--- src/rtl/muldiv_pkg.sv ---
// rtl/muldiv_pkg.sv - aluop codes, FSM states and op decode helpers for ex_muldiv_unit
package muldiv_pkg;

    localparam logic [5:0] OP_MUL    = 6'h20;
    localparam logic [5:0] OP_MULH   = 6'h21;
    localparam logic [5:0] OP_MULHSU = 6'h22;
    localparam logic [5:0] OP_MULHU  = 6'h23;
    localparam logic [5:0] OP_DIV    = 6'h24;
    localparam logic [5:0] OP_DIVU   = 6'h25;
    localparam logic [5:0] OP_REM    = 6'h26;
    localparam logic [5:0] OP_REMU   = 6'h27;

    typedef enum logic [1:0] {
        IDLE  = 2'd0,
        BUSY  = 2'd1,
        FINAL = 2'd2,
        DONE  = 2'd3
    } muldiv_state_t;

    function automatic logic is_muldiv_op(input logic [5:0] op);
        return (op[5:3] == 3'b100);
    endfunction

    function automatic logic is_div_op(input logic [5:0] op);
        return is_muldiv_op(op) && op[2];
    endfunction

endpackage

--- src/rtl/muldiv_step.sv ---
// rtl/muldiv_step.sv - one shift-add multiply or restoring-divide iteration
module muldiv_step #(
    parameter int XLEN = 32
) (
    input  logic              div_i,
    input  logic [2*XLEN-1:0] acc_i,
    input  logic [XLEN-1:0]   opnd_i,
    output logic [2*XLEN-1:0] acc_o
);

    // multiply: acc = {partial_hi, multiplier}; divide: acc = {remainder, dividend/quotient}
    logic [XLEN:0]   sum;
    logic [XLEN:0]   rem_sh;
    logic [XLEN-1:0] diff;
    logic            ge;

    // Single iteration: add-then-shift-right, or shift-left-then-trial-subtract
    always_comb begin
        sum    = {1'b0, acc_i[2*XLEN-1:XLEN]} + (acc_i[0] ? {1'b0, opnd_i} : '0);
        rem_sh = {acc_i[2*XLEN-1:XLEN], acc_i[XLEN-1]};
        diff   = rem_sh[XLEN-1:0] - opnd_i;
        ge     = (rem_sh >= {1'b0, opnd_i});
        if (div_i) begin
            acc_o = {(ge ? diff : rem_sh[XLEN-1:0]), acc_i[XLEN-2:0], ge};
        end else begin
            acc_o = {sum, acc_i[XLEN-1:1]};
        end
    end

endmodule

--- src/rtl/ex_muldiv_unit.sv ---
// rtl/ex_muldiv_unit.sv - iterative RV32M multiply/divide EX engine (option: MULDIV_EARLY_OUT_EN)
module ex_muldiv_unit
    import muldiv_pkg::*;
#(
    parameter int XLEN  = 32,
    parameter int CNT_W = 6
) (
    input  logic            clock,
    input  logic            reset,
    input  logic            valid_in,
    input  logic            flush,
    input  logic [XLEN-1:0] data_in_1,
    input  logic [XLEN-1:0] data_in_2,
    input  logic [4:0]      rd_in,
    input  logic [5:0]      aluop_in,
    output logic            ready_out,
    output logic            busy_out,
    output logic            result_valid,
    output logic [XLEN-1:0] result_out,
    output logic [4:0]      rd_out
);

    muldiv_state_t     state_q;
    logic [CNT_W-1:0]  cnt_q;
    logic [5:0]        op_q;
    logic [4:0]        rd_q;
    logic [XLEN-1:0]   a_q;
    logic [XLEN-1:0]   b_q;
    logic [2*XLEN-1:0] acc_q;
    logic [XLEN-1:0]   opnd_q;
    logic              neg_a_q;
    logic              neg_b_q;
    logic              div0_q;
    logic              prep_q;
    logic              ready_q;
    logic              busy_q;
    logic              rv_q;
    logic [XLEN-1:0]   result_q;
    logic [4:0]        rd_out_q;

    logic              op_div;
    logic              signed_a;
    logic              signed_b;
    logic              na;
    logic              nb;
    logic              early;
    logic [XLEN-1:0]   mag_a;
    logic [XLEN-1:0]   mag_b;
    logic [2*XLEN-1:0] prod;
    logic [XLEN-1:0]   quot;
    logic [XLEN-1:0]   rem;
    logic [XLEN-1:0]   final_res;
    logic [2*XLEN-1:0] acc_step;

    muldiv_step #(.XLEN(XLEN)) u_step (
        .div_i  (op_div),
        .acc_i  (acc_q),
        .opnd_i (opnd_q),
        .acc_o  (acc_step)
    );

    // Operand magnitudes for the first BUSY cycle and sign-corrected result for FINAL
    always_comb begin
        op_div   = is_div_op(op_q);
        signed_a = (op_q != OP_MULHU) && (op_q != OP_DIVU) && (op_q != OP_REMU);
        signed_b = (op_q == OP_MUL) || (op_q == OP_MULH) || (op_q == OP_DIV) || (op_q == OP_REM);
        na       = signed_a && a_q[XLEN-1];
        nb       = signed_b && b_q[XLEN-1];
        mag_a    = na ? (~a_q + 1'b1) : a_q;
        mag_b    = nb ? (~b_q + 1'b1) : b_q;
`ifdef MULDIV_EARLY_OUT_EN
        early    = (b_q == '0) || (!op_div && (a_q == '0));
`else
        early    = 1'b0;
`endif
        prod     = (neg_a_q ^ neg_b_q) ? (~acc_q + 1'b1) : acc_q;
        quot     = div0_q ? '1
                 : ((neg_a_q ^ neg_b_q) ? (~acc_q[XLEN-1:0] + 1'b1) : acc_q[XLEN-1:0]);
        rem      = neg_a_q ? (~acc_q[2*XLEN-1:XLEN] + 1'b1) : acc_q[2*XLEN-1:XLEN];
        case (op_q)
            OP_MUL:                       final_res = prod[XLEN-1:0];
            OP_MULH, OP_MULHSU, OP_MULHU: final_res = prod[2*XLEN-1:XLEN];
            OP_DIV, OP_DIVU:              final_res = quot;
            default:                      final_res = rem;
        endcase
    end

    // Control FSM with registered handshake outputs; first BUSY cycle conditions operands
    always_ff @(posedge clock or posedge reset) begin
        if (reset) begin
            state_q  <= IDLE;
            cnt_q    <= '0;
            op_q     <= '0;
            rd_q     <= '0;
            a_q      <= '0;
            b_q      <= '0;
            acc_q    <= '0;
            opnd_q   <= '0;
            neg_a_q  <= 1'b0;
            neg_b_q  <= 1'b0;
            div0_q   <= 1'b0;
            prep_q   <= 1'b0;
            ready_q  <= 1'b1;
            busy_q   <= 1'b0;
            rv_q     <= 1'b0;
            result_q <= '0;
            rd_out_q <= '0;
        end else if (flush) begin
            state_q <= IDLE;
            cnt_q   <= '0;
            prep_q  <= 1'b0;
            ready_q <= 1'b1;
            busy_q  <= 1'b0;
            rv_q    <= 1'b0;
        end else begin
            case (state_q)
                IDLE: begin
                    if (valid_in && is_muldiv_op(aluop_in)) begin
                        a_q     <= data_in_1;
                        b_q     <= data_in_2;
                        rd_q    <= rd_in;
                        op_q    <= aluop_in;
                        cnt_q   <= CNT_W'(XLEN);
                        prep_q  <= 1'b1;
                        ready_q <= 1'b0;
                        busy_q  <= 1'b1;
                        state_q <= BUSY;
                    end
                end
                BUSY: begin
                    if (prep_q) begin
                        prep_q  <= 1'b0;
                        neg_a_q <= na;
                        neg_b_q <= nb;
                        div0_q  <= op_div && (b_q == '0);
                        opnd_q  <= op_div ? mag_b : mag_a;
                        if (early) begin
                            // zero operand: remainder path carries the dividend, quotient forced later
                            acc_q   <= op_div ? {mag_a, {XLEN{1'b1}}} : '0;
                            state_q <= FINAL;
                        end else begin
                            acc_q   <= op_div ? {{XLEN{1'b0}}, mag_a} : {{XLEN{1'b0}}, mag_b};
                        end
                    end else begin
                        acc_q <= acc_step;
                        cnt_q <= cnt_q - 1'b1;
                        if (cnt_q == CNT_W'(1)) begin
                            state_q <= FINAL;
                        end
                    end
                end
                FINAL: begin
                    result_q <= final_res;
                    rd_out_q <= rd_q;
                    busy_q   <= 1'b0;
                    rv_q     <= 1'b1;
                    state_q  <= DONE;
                end
                DONE: begin
                    rv_q    <= 1'b0;
                    ready_q <= 1'b1;
                    state_q <= IDLE;
                end
                default: begin
                    state_q <= IDLE;
                    ready_q <= 1'b1;
                    busy_q  <= 1'b0;
                    rv_q    <= 1'b0;
                end
            endcase
        end
    end

    assign ready_out    = ready_q;
    assign busy_out     = busy_q;
    assign result_valid = rv_q & ~flush;
    assign result_out   = result_q;
    assign rd_out       = rd_out_q;

endmodule
--- config.mk ---
export PLATFORM = sky130hd
export DESIGN_NAME = ex_muldiv_unit
export DESIGN_NICKNAME = d
export VERILOG_FILES = /design/src/rtl/muldiv_pkg.sv /design/src/rtl/muldiv_step.sv /design/src/rtl/ex_muldiv_unit.sv
export SDC_FILE = /design/constraint.sdc
export NUM_CORES = 1
export LEC_CHECK = 0
export CAP_MARGIN = 20
export CORE_UTILIZATION = 55
export DETAILED_ROUTE_END_ITERATION = 8
export GPL_TIMING_DRIVEN = 0
export PLACE_DENSITY = 0.72
export SETUP_SLACK_MARGIN = 0.2
export SLEW_MARGIN = 20
export SYNTH_ARGS = -nofsm -noshare
export SYNTH_HDL_FRONTEND = slang
export SYNTH_SLANG_ARGS = --single-unit
--- constraint.sdc ---
create_clock -name clock -period 9 [get_ports clock]
set_input_delay 1.8 -clock clock [delete_from_list [all_inputs] [get_ports clock]]
set_output_delay 1.8 -clock clock [all_outputs]
set_load 0.01 [all_outputs]
==> results.toml <==
[run_status]
status = "finished with violations"
violations = "design-rule violations"

[layout]
utilization_pct = 65.2
drive_gt1_share_pct = 8.26
nets = 2374
n_fill_cell = 2592
final_common_cell = "nand2_1"
area_growth_pct = 15.7
stdcell_count = 2636
final_cell_mix = "nand2_1, dfrtp_1, nor2_1"

[critical_path]
cp-start-kind = "input pin"
cp_common_cell = "clkdlybuf4s50_1"
required_ns = 7.20
critPathBufInv = 3
crit_arrival_ns = 3.32
crit_fanout = 10
slowest_stage = "clkdlybuf4s50_1"
cp_slowest_stage_delay_ns = 0.50
crit_chain = "clkdlybuf4s50_1, clkbuf_1, nor2b_1, clkdlybuf4s50_1"
critical_path_class = "in -> out"
worst_setup_path_end_kind = "output pin"
cp_top_family = "buffers and inverters"

[detailed_routing]
wl_um = 64600
drt_iter0_markers = 2307
drc = 14
dr_total_vias = 17180
via_per_inst = 6.52
wire_per_inst_um = 24.5
antenna_left = 0
dr.pass1.iters = 8

[clock_network]
cts_max_path_buffers = 3
cts_tree = "built"
clk_latency_ns = 0.57
postCtsSetupBuffers = 0
cts_resized = 0
cts-root-buf = "clkbuf_16"
cts_buffers = 27
htree_levels = 1
holdBufCountCts = 0
clk_pin_slew_worst_paths_ns = 0.06
numClockSinks = 223

[power_and_ir_drop]
power.leakage_nw = 8.57
p_per_area_nw_per_um2 = 410
ir_worst_vdd_v = 0.000221

[sta]
slew_headroom_pct = 23.0
setup_slack_ns = 3.88
hold_viol_final = 0
fin_hold_ws_ns = 0.469
drv_slew = 0
grt_setup_unrepaired = "false"
setup_viol = 0
clock_skew_ns = 0.0184
finalCritPeriodShare_pct = 56.9
worstMarginPinSlew_ns = 1.15
fin_crit_ns = 5.12
fmax_mhz = 195

[yosys]
yosysUniqueCellTypes = 70
ys_async_sr_fraction_pct = 100
syn_area_per_cell_um2 = 8.39
synthCells = 2069
syn_nets = 2224
synth_top_flop_cell = "dfrtp_1"
synth_edf_count = 0
synth-seq-cells = 223
syn-cell-area_um2 = 17400
yosys_warnings = 0
seq_area_frac_synth_pct = 32.1

[placed_design]
dpl_worst_slack_ns = 3.92
globalplace.congestion = 1.09
numPortBuffers = 118
dp_cells = 2586
place_hpwl_um = 50600

[min_path]
hp-class = "reg -> reg"

[job]
drv_cap = 0

[grt]
grt_pass1_wl_um = 97900
grt_remaining_overflow = 0
grt_max_degree = 97
antenna_found_initial = 2
grt_usage_pct = 39.5
grt_pass1_vias = 16558

[die]
std_cell_rows = 64
die_y_um = 180
die_x_um = 180
initial_utilization_pct = 56.3
dieArea_um2 = 32300
io_pins = 119
core_area_um2 = 30800
-- registers in the layout, summed over array words and instances, names as in the netlist, 2 cells and up --
signal	flops
a_q	32
acc_q	64
b_q	32
cnt_q	6
op_q	6
opnd_q	32
rd_out	5
rd_q	5
result_out	32
state_q	2
-- path summary, 6_finish.rpt --
path                                       start               endpoint  slack (ns)  cells after the start
max reg2reg                acc_q[33]$_DFFE_PP0P_  acc_q[49]$_DFFE_PP0P_        4.33                     11
min                          rd_q[2]$_DFFE_PP0P_  rd_out[2]$_DFFE_PP0P_        0.47                      2
min in group asynchronous                  reset    b_q[25]$_DFFE_PP0P_        1.63                      2
max in group asynchronous                  reset  ready_out$_DFFE_PP1P_        6.12                      4
max                                        flush           result_valid        3.88                      4
min reg2reg                  rd_q[2]$_DFFE_PP0P_  rd_out[2]$_DFFE_PP0P_        0.47                      2
-- Yosys cell counts, types with 16 or more instances --
| cell type | n | area (um2) |
|---|---|---|
| clkbuf_1 | 113 | 424 |
| a22oi_1 | 16 | 120 |
| ha_1 | 74 | 926 |
| mux2i_1 | 35 | 350 |
| o21ai_0 | 164 | 821 |
| mux4_2 | 20 | 450 |
| dfrtp_1 | 222 | 5560 |
| xor2_1 | 84 | 736 |
| nand3_1 | 37 | 185 |
| nand2_1 | 267 | 1000 |
| or3_1 | 26 | 163 |
| a31oi_1 | 22 | 138 |
| o221ai_1 | 32 | 280 |
| xnor2_1 | 120 | 1050 |
| nor4_1 | 24 | 150 |
| mux2_2 | 77 | 867 |
| a21o_1 | 23 | 173 |
| nor2_1 | 184 | 691 |
| inv_1 | 74 | 278 |
| nor3_1 | 34 | 170 |
| a21oi_1 | 145 | 726 |
| o31ai_1 | 30 | 225 |
-- stage by stage --
| step | setup TNS, ns | area, um2 | total power, mW |
|---|---|---|---|
| 2_1_floorplan | 0 | 17400 | 5.15 |
| 3_3_place_gp | -394.58 | 19000 | 6.74 |
| 3_5_place_dp | 0 | 19100 | 6.83 |
| 4_1_cts | 0 | 20100 | 8.04 |
| 5_1_grt | 0 | 20100 | 8.65 |
| 6_report | 0 | 20100 | 8.23 |
-- layout make-up --
type / count / area, um2 / share of cell area [%]
clock inverters: 14 / 200 / 0.996
diodes: 1 / 2.50 / 0.0125
inverters: 74 / 285 / 1.42
multi-input cells: 1636 / 11000 / 54.7
well taps: 396 / 495 / 2.47
clock buffers: 35 / 756 / 3.76
plain buffers: 136 / 543 / 2.70
flip-flops and latches: 223 / 5580 / 27.8
repair buffers: 121 / 1250 / 6.21
-- where the power goes --
part | total [mW] | switching [mW] | internal (mW)
Combinational | 5.20 | 3.26 | 1.94
Clock | 1.19 | 0.477 | 0.710
Sequential | 1.85 | 0.471 | 1.38
Total | 8.23 | 4.21 | 4.02
-- worst min-delay path, cell delays in order (launching register included) --
cell and delay (ns):
dfrtp_1 0.34, nand2_1 0.05, nand2_1 0.05
-- per-layer routing --
metal | wire length, um | part of all wire [%] | GRT usage [%]
met5 | 19 | 0.029 | 0
met4 | 3670 | 5.7 | 19.1
met3 | 6070 | 9.4 | 8.18
met2 | 28800 | 45 | 62.5
met1 | 26100 | 40 | 51.6
-- logic make-up (layout without fill, tap and decap cells) --
logic type,after synthesis,in the layout,synth area share (%)
other,0,1,0
flip-flops,223,223,32.1
buffers and inverters,210,380,4.73
XOR/XNOR,204,204,10.3
adder cells (fa/ha/maj),76,76,5.56
multiplexers,134,134,9.91
AO/OA/AOI/OAI,551,551,19.8
AND/OR/NAND/NOR,671,671,17.6
Note: power is estimated with default switching activity, not from simulation.
